==> src/rtl/bpsk_demod_depacker.sv <==
// BPSK subcarrier demodulator: drops null bins, hard-slices each data bin's real part and
// packs the bits LSB-first into output words, with frame-alignment checking against s_tlast.
module bpsk_demod_depacker #(
  parameter int unsigned FFT_SIZE             = 1024,
  parameter int unsigned C_S_AXIS_TDATA_WIDTH = 32,
  parameter int unsigned C_M_AXIS_TDATA_WIDTH = 32,
  parameter int unsigned LO_FIRST             = 1,
  parameter int unsigned LO_LAST              = 400,
  parameter int unsigned HI_FIRST             = 623,
  parameter int unsigned HI_LAST              = 1022
) (
  input  logic                            clk,
  input  logic                            rst,
  input  logic                            reset_mod,
  input  logic [C_S_AXIS_TDATA_WIDTH-1:0] wdata,
  input  logic                            s_valid,
  output logic                            s_ready,
  input  logic                            s_tlast,
  output logic [C_M_AXIS_TDATA_WIDTH-1:0] rdata,
  output logic                            m_valid,
  input  logic                            m_ready,
  output logic                            m_tlast,
  output logic                            frame_err,
  output logic [15:0]                     frame_cnt,
  output logic [1:0]                      st
);

  localparam int unsigned W    = C_M_AXIS_TDATA_WIDTH;
  localparam int unsigned IdxW = $clog2(FFT_SIZE);
  localparam int unsigned BcW  = $clog2(W);

  localparam logic [IdxW-1:0] IdxLast = IdxW'(FFT_SIZE - 1);
  localparam logic [IdxW-1:0] LoFirst = IdxW'(LO_FIRST);
  localparam logic [IdxW-1:0] LoLast  = IdxW'(LO_LAST);
  localparam logic [IdxW-1:0] HiFirst = IdxW'(HI_FIRST);
  localparam logic [IdxW-1:0] HiLast  = IdxW'(HI_LAST);
  localparam logic [BcW-1:0]  BcLast  = BcW'(W - 1);

  typedef enum logic [1:0] {
    StAligned = 2'd0,
    StHunt    = 2'd1
  } state_e;

  state_e          state_q, state_d;
  logic [IdxW-1:0] sc_idx_q, sc_idx_d;
  logic [BcW-1:0]  bit_cnt_q, bit_cnt_d;
  logic [W-2:0]    shift_q, shift_d;
  logic [W-1:0]    rdata_q, rdata_d;
  logic            m_valid_q, m_valid_d;
  logic            m_tlast_q, m_tlast_d;
  logic            frame_err_q, frame_err_d;
  logic [15:0]     frame_cnt_q, frame_cnt_d;

  logic clear;
  logic is_data;
  logic data_bit;
  logic accept;
  logic emit;
  logic unused_wdata;

  assign unused_wdata = ^{wdata[C_S_AXIS_TDATA_WIDTH-1:16], wdata[14:0]};

  assign clear    = rst | reset_mod;
  assign is_data  = ((sc_idx_q >= LoFirst) && (sc_idx_q <= LoLast)) ||
                    ((sc_idx_q >= HiFirst) && (sc_idx_q <= HiLast));
  assign data_bit = ~wdata[15];

  // Only a word-completing sample can collide with a held output word.
  assign s_ready = !clear && !(m_valid_q && !m_ready && (bit_cnt_q == BcLast));
  assign accept  = s_valid && s_ready;
  assign emit    = m_valid_q && m_ready;

  always_comb begin
    state_d     = state_q;
    sc_idx_d    = sc_idx_q;
    bit_cnt_d   = bit_cnt_q;
    shift_d     = shift_q;
    rdata_d     = rdata_q;
    m_valid_d   = m_valid_q;
    m_tlast_d   = m_tlast_q;
    frame_err_d = frame_err_q;
    frame_cnt_d = frame_cnt_q;

    if (emit) begin
      m_valid_d = 1'b0;
    end

    if (accept) begin
      unique case (state_q)
        StAligned: begin
          if (is_data) begin
            if (bit_cnt_q == BcLast) begin
              rdata_d   = {data_bit, shift_q};
              m_valid_d = 1'b1;
              m_tlast_d = (sc_idx_q == HiLast);
              bit_cnt_d = '0;
              shift_d   = '0;
            end else begin
              shift_d[bit_cnt_q] = data_bit;
              bit_cnt_d          = bit_cnt_q + 1'b1;
            end
          end

          if (sc_idx_q == IdxLast) begin
            sc_idx_d = '0;
            if (s_tlast) begin
              frame_cnt_d = frame_cnt_q + 16'd1;
            end else begin
              frame_err_d = 1'b1;
              state_d     = StHunt;
              bit_cnt_d   = '0;
              shift_d     = '0;
            end
          end else if (s_tlast) begin
            // Truncated frame: restart at index 0, dropping the partial word.
            frame_err_d = 1'b1;
            sc_idx_d    = '0;
            bit_cnt_d   = '0;
            shift_d     = '0;
          end else begin
            sc_idx_d = sc_idx_q + 1'b1;
          end
        end

        StHunt: begin
          if (s_tlast) begin
            state_d   = StAligned;
            sc_idx_d  = '0;
            bit_cnt_d = '0;
            shift_d   = '0;
          end
        end

        default: state_d = StAligned;
      endcase
    end
  end

  always_ff @(posedge clk) begin
    if (clear) begin
      state_q     <= StAligned;
      sc_idx_q    <= '0;
      bit_cnt_q   <= '0;
      shift_q     <= '0;
      rdata_q     <= '0;
      m_valid_q   <= 1'b0;
      m_tlast_q   <= 1'b0;
      frame_err_q <= 1'b0;
      frame_cnt_q <= '0;
    end else begin
      state_q     <= state_d;
      sc_idx_q    <= sc_idx_d;
      bit_cnt_q   <= bit_cnt_d;
      shift_q     <= shift_d;
      rdata_q     <= rdata_d;
      m_valid_q   <= m_valid_d;
      m_tlast_q   <= m_tlast_d;
      frame_err_q <= frame_err_d;
      frame_cnt_q <= frame_cnt_d;
    end
  end

  assign rdata     = rdata_q;
  assign m_valid   = m_valid_q;
  assign m_tlast   = m_tlast_q;
  assign frame_err = frame_err_q;
  assign frame_cnt = frame_cnt_q;
  assign st        = state_q;

endmodule

==> config.mk <==
export PLATFORM = sky130hd
export DESIGN_NAME = bpsk_demod_depacker
export DESIGN_NICKNAME = d
export VERILOG_FILES = /design/src/rtl/bpsk_demod_depacker.sv
export SDC_FILE = /design/constraint.sdc
export NUM_CORES = 1
export LEC_CHECK = 0
export ABC_CLOCK_PERIOD_IN_PS = 6400
export CORE_MARGIN = 1
export CORE_UTILIZATION = 56
export DETAILED_ROUTE_END_ITERATION = 10
export GPL_ROUTABILITY_DRIVEN = 0
export MAX_ROUTING_LAYER = met4
export PLACE_DENSITY_LB_ADDON = 0.1
export SLEW_MARGIN = 20
export SYNTH_ARGS = -nofsm -noshare
export SYNTH_HDL_FRONTEND = slang
export SYNTH_SLANG_ARGS = --single-unit
==> constraint.sdc <==
create_clock -name clk -period 6.4 [get_ports clk]
set_clock_uncertainty 0.05 [all_clocks]
set_input_delay 1.92 -clock clk [delete_from_list [all_inputs] [get_ports clk]]
set_output_delay 1.92 -clock clk [all_outputs]
set_load 0.005 [all_outputs]
; ---- Yosys cells after proc, flatten, opt, wreduce, memory -nomap -nowiden
; Index checks and enable logic that the tools add are counted.
[word_totals]
register_bits = 99
word_cells = 81
input_bits = 38
[op_classes]
n_reduce_logical = 20
addsub = 3
order_cmp = 6
mux = 33
bitwise_logic = 2
n_eq_ne = 8
[op_table]
columns = operator, count
row1 = 31-bit 2-to-1 mux, 6
row2 = 31-bit case mux with 2 select lines, 1
row3 = 31-bit bitwise mux, 1
row4 = 10-bit 2-to-1 mux, 3
row5 = 5-bit 2-to-1 mux, 6
row6 = "10-bit == test, second input constant", 2
row7 = 10-bit case mux with 2 select lines, 1
row8 = "16-bit by 1-bit adder with 16-bit output, second input constant", 1
row9 = 4-bit AND reduction, 4
row10 = "10-bit by 1-bit adder with 10-bit output, second input constant", 1
row11 = "10-bit by 1-bit >= comparator with 1-bit output, second input constant", 1
row12 = "10-bit >= comparator, second input constant", 1
row13 = "10-bit <= comparator, second input constant", 1
row14 = "10-bit by 9-bit <= comparator with 1-bit output, second input constant", 1
row15 = 5-bit case mux with 2 select lines, 1
row16 = 1-bit 2-to-1 mux, 9
row17 = 1-bit logical AND, 8
row18 = "2-bit inequality test, second input constant", 4
row19 = "5-bit by 6-bit < comparator with 1-bit output, second input constant", 1
row20 = 2-bit 2-to-1 mux, 3
row21 = "5-bit by 1-bit adder with 5-bit output, second input constant", 1
row22 = 1-bit demux with 5-bit select, 1
row23 = "5-bit == test, second input constant", 1
row24 = "5-bit by 1-bit >= comparator with 1-bit output, second input constant", 1
row25 = other kinds (9), 12

; ---- Depth between registers and ports, before layout
[depth]
ltp_word = 10
ltp_mapped = 12
mapped_depth_nobuf = 8

; ---- Least setup slack after synthesis
; OpenSTA, ideal clock, no wires.
[synth_path]
kind = input port to output port
from = in reset_mod
to = out s_ready
required_time_ns = 4.430
path_buffers = 2
path_stages = 4
path_slack_ns = 1.761
arrival_time_ns = 2.669
path_cell_list = or2_2 clkbuf_1 clkbuf_1 nor2_1
[synth_via]
elab_chain_cells = 3
[synth_lines]
columns = item, line
row1 = start: declaration, 14  ; input logic reset_mod,
row2 = 1-bit bitwise OR, 63  ; assign clear = rst | reset_mod;
row3 = 1-bit logical NOT, 69  ; assign s_ready = !clear && !(m_valid_q && !m_ready && (bit_cnt_q == BcLast));
row4 = 1-bit logical AND, 69
row5 = end: declaration, 17  ; output logic s_ready,
; No other way between the ends.

; ---- Worst setup path in the final report
; Same ends and word-level chain as after synthesis.

==> results.txt <==
Outcome: finished clean
Detailed placement HPWL: 7180 microns
Initial DRC Count: 300
Hold_buf cts: 0
Synth Area per Inst: 8.87 sq um
Slew HR: 26.6%
GRT overflow: 0
Hold slack: 405 ps
DP Area: 5410 sq um
Clock root buffer: clkbuf_8
Count of input and output buffers: 59
Critical Path Slowest Stage Cell: or2_2
Fin crit period: 5520 ps
Sequential fraction of design power: 58.1%
Static leakage: 1.76 nW
Postcts setup bufs: 0
# Max-Cap Violations: 0
Crit path from: reset_mod
DR vias: 4236
Clock slew at reported path FFs: 100 ps
WL/cell: 16.6 microns
Total GRT Usage: 26.6%
Net count, final: 622
Worst Path Arrival: 3550 ps
Mapped Nets: 601
Cell mode on critical path: clkdlybuf4s50_1
Worst setup SP type: input pin
Core footprint: 8340 sq um
Final antenna diode count: 0
Drt pass-1 iters: 4
Num rows: 33
Synthesis-to-layout area growth: 14.3%
Nature of the critical path endpoint: output pin
Initial antenna violation count: 0
CP required: 4430 ps
Layout cells sized above 1: 15.0%
Number of synthesized register bits: 98
Initial Utilization: 58.8%
Internal power: 802 uW
Fill count: 701
EDFF count, synth: 0
CP delay by family, top: buffers and inverters
Die ar.: 9140 sq um
Clock power share: 37.9%
Fmax: 181 MHz
Netlist cell types: 52
Comb power frac: 4.0%
Die Height: 95.6 microns
Worst-Margin Slew: 1100 ps
Final Hold Fails: 0
Worst-skew pair later-pin latency: 350 ps
Synth area leader: dfxtp_1
Mapped Cells: 553
Depth of the CTS H-tree: 3
# IOs: 92
Largest net degree at the start of global routing: 69
HP Class: reg2reg
CP peak stage delay: 510 ps
Critical-path cell list: clkdlybuf4s50_1 > or2_2 > nor2_1 > clkdlybuf4s50_1
Design Area, Final: 5610 sq um
Setup CP Type: in2out
Worst vdd ir: 0.114 mV
ANT nets after route: 0
Setup tns final: 0 ps
Clock tree from TritonCTS: built
Top-area cell type share of the netlist area: 40.0%
First-pass GRT wire length: 18700 microns
Buf/Inv on CP: 2
Top_reg_cell synth: dfxtp_1
Post_cts resized: 0
Async set-reset flop share out of synthesis: 0%
Die width: 95.6 microns
Drt via density: 6.19
Drt drc: 0
Unrepaired setup endpoints after global routing: false
Num CTS Buffers: 9
Register area share after synthesis: 40.0%
Switch share: 23.7%
Switch Pwr: 248 uW
Final setup viols: 0
Clock sinks: 98
Slew Limit Fails: 0
Top area cells in the synthesized netlist: dfxtp_1 (40%), a211oi_2 (7.6%), a41oi_1 (5.5%)
Reg2reg start: bit_cnt_q[0]
Crit-path max FO: 24
Yosys warns: 0
Deepest clock path buffer count: 2
Routed wire length: 11400 microns
Area of the mapped netlist: 4910 sq um
Critical hold path startpoint: rdata[9]
Pwr/cell area: 187 nW/um^2
Vias in the first global route: 3833
Final worst-path cycle share: 86.3%
[kinds of logic (layout without fill, tap and decap cells)]
| kind of cell | after synthesis | in the layout | synth area share, % |
|---|---|---|---|
| compound gates | 166 | 166 | 27.1 |
| xor+xnor | 19 | 19 | 3.39 |
| fa+ha+maj | 10 | 10 | 2.55 |
| buf+inv | 65 | 91 | 6.32 |
| flops | 98 | 98 | 40.0 |
| other cells | 1 | 1 | 0.0764 |
| simple gates | 194 | 194 | 20.6 |
[stage by stage]
stage                     cells  setup slack, ps  utilization (%)  power [mW]
final                       684              876             67.2        1.05
after global routing        684              790             67.2        1.09
after CTS                   684              879             67.2        1.06
after detailed placement    668              881             64.9       0.666
after global placement      668              882             64.9       0.666
after floorplan             553             1760                -       0.656
[registers in the layout (all words and copies together) (netlist names)]
register   count
m_valid        1
st             1
rdata         32
bit_cnt_q      5
shift_q       31
frame_cnt     16
sc_idx_q      10
frame_err      1
m_tlast        1
[cells in the final DEF, fill, tap and decap left out, types with 2 or more instances in the layout]
cell	instances
a211oi_1	3
a211oi_2	30
a21oi_1	16
a31o_2	18
a31oi_1	3
a32oi_1	3
a41oi_1	31
and2_1	6
and3_1	5
and4_1	2
buf_4	8
clkbuf_8	9
clkdlybuf4s50_1	59
clkinv_4	2
clkinvlp_4	2
dfxtp_1	98
ha_1	10
inv_1	8
nand2_1	51
nand2b_1	2
nand3_1	43
nand4_1	13
nand4_2	2
nor2_1	29
nor2_2	4
nor2b_1	5
nor3_1	10
nor4_1	2
o21ai_0	10
o21ai_1	35
o21bai_1	12
or3_1	6
or4_1	2
xnor2_1	3
xor2_1	16
[tightest hold or removal path: stages, from the launching register on]
cell,delay (ps)
dfxtp_1,320
nand2_1,50
o21ai_1,50
[cells in the mapped netlist (7+ instances only)]
| library cell | count |
|---|---|
| o21ai_1 | 35 |
| buf_2 | 17 |
| a21oi_1 | 16 |
| nor2_1 | 30 |
| a211oi_2 | 30 |
| and2_1 | 7 |
| o21bai_1 | 12 |
| a41oi_1 | 31 |
| inv_1 | 8 |
| xor2_1 | 16 |
| dfxtp_1 | 98 |
| o21ai_0 | 10 |
| nand2_1 | 51 |
| ha_1 | 10 |
| nor3_1 | 10 |
| nand4_1 | 13 |
| nand3_1 | 43 |
| clkbuf_1 | 25 |
| a31o_2 | 18 |
[area by class of cell]
type	count	area, sq um	share of cell area (%)
repair buffers	67	651	11.6
well taps	105	131	2.34
clock inverters	6	67.6	1.20
clock buffers	10	128	2.28
flip-flops and latches	98	1960	35.0
inverters	8	30.0	0.535
multi-input cells	390	2640	47.1
[worst paths after layout]
path                                    end  slack (ps)  cells after the start
worst min register to register     rdata[9]         400                      2
worst min-delay path               rdata[9]         400                      2
worst max-delay path                s_ready         880                      4
worst max register to register  shift_q[16]        3140                      8
[metal layers]
layer	wire [microns]	part of all wire, %	track usage [%]
met1	5570	49	37.0
met2	5150	45	39.7
met3	519	4.6	3.59
met4	146	1.3	9.20
met5	0	0	-
[power by group through the flow]
stage          combinational (mW)  clock [mW]  sequential (mW)
6_report                   0.0423       0.398            0.610
5_1_grt                    0.0457       0.432            0.610
3_3_place_gp               0.0415           0            0.624
3_5_place_dp               0.0418           0            0.624
4_1_cts                    0.0419       0.405            0.610
2_1_floorplan              0.0316           0            0.624
No activity file was read; power rests on OpenSTA's default activity.
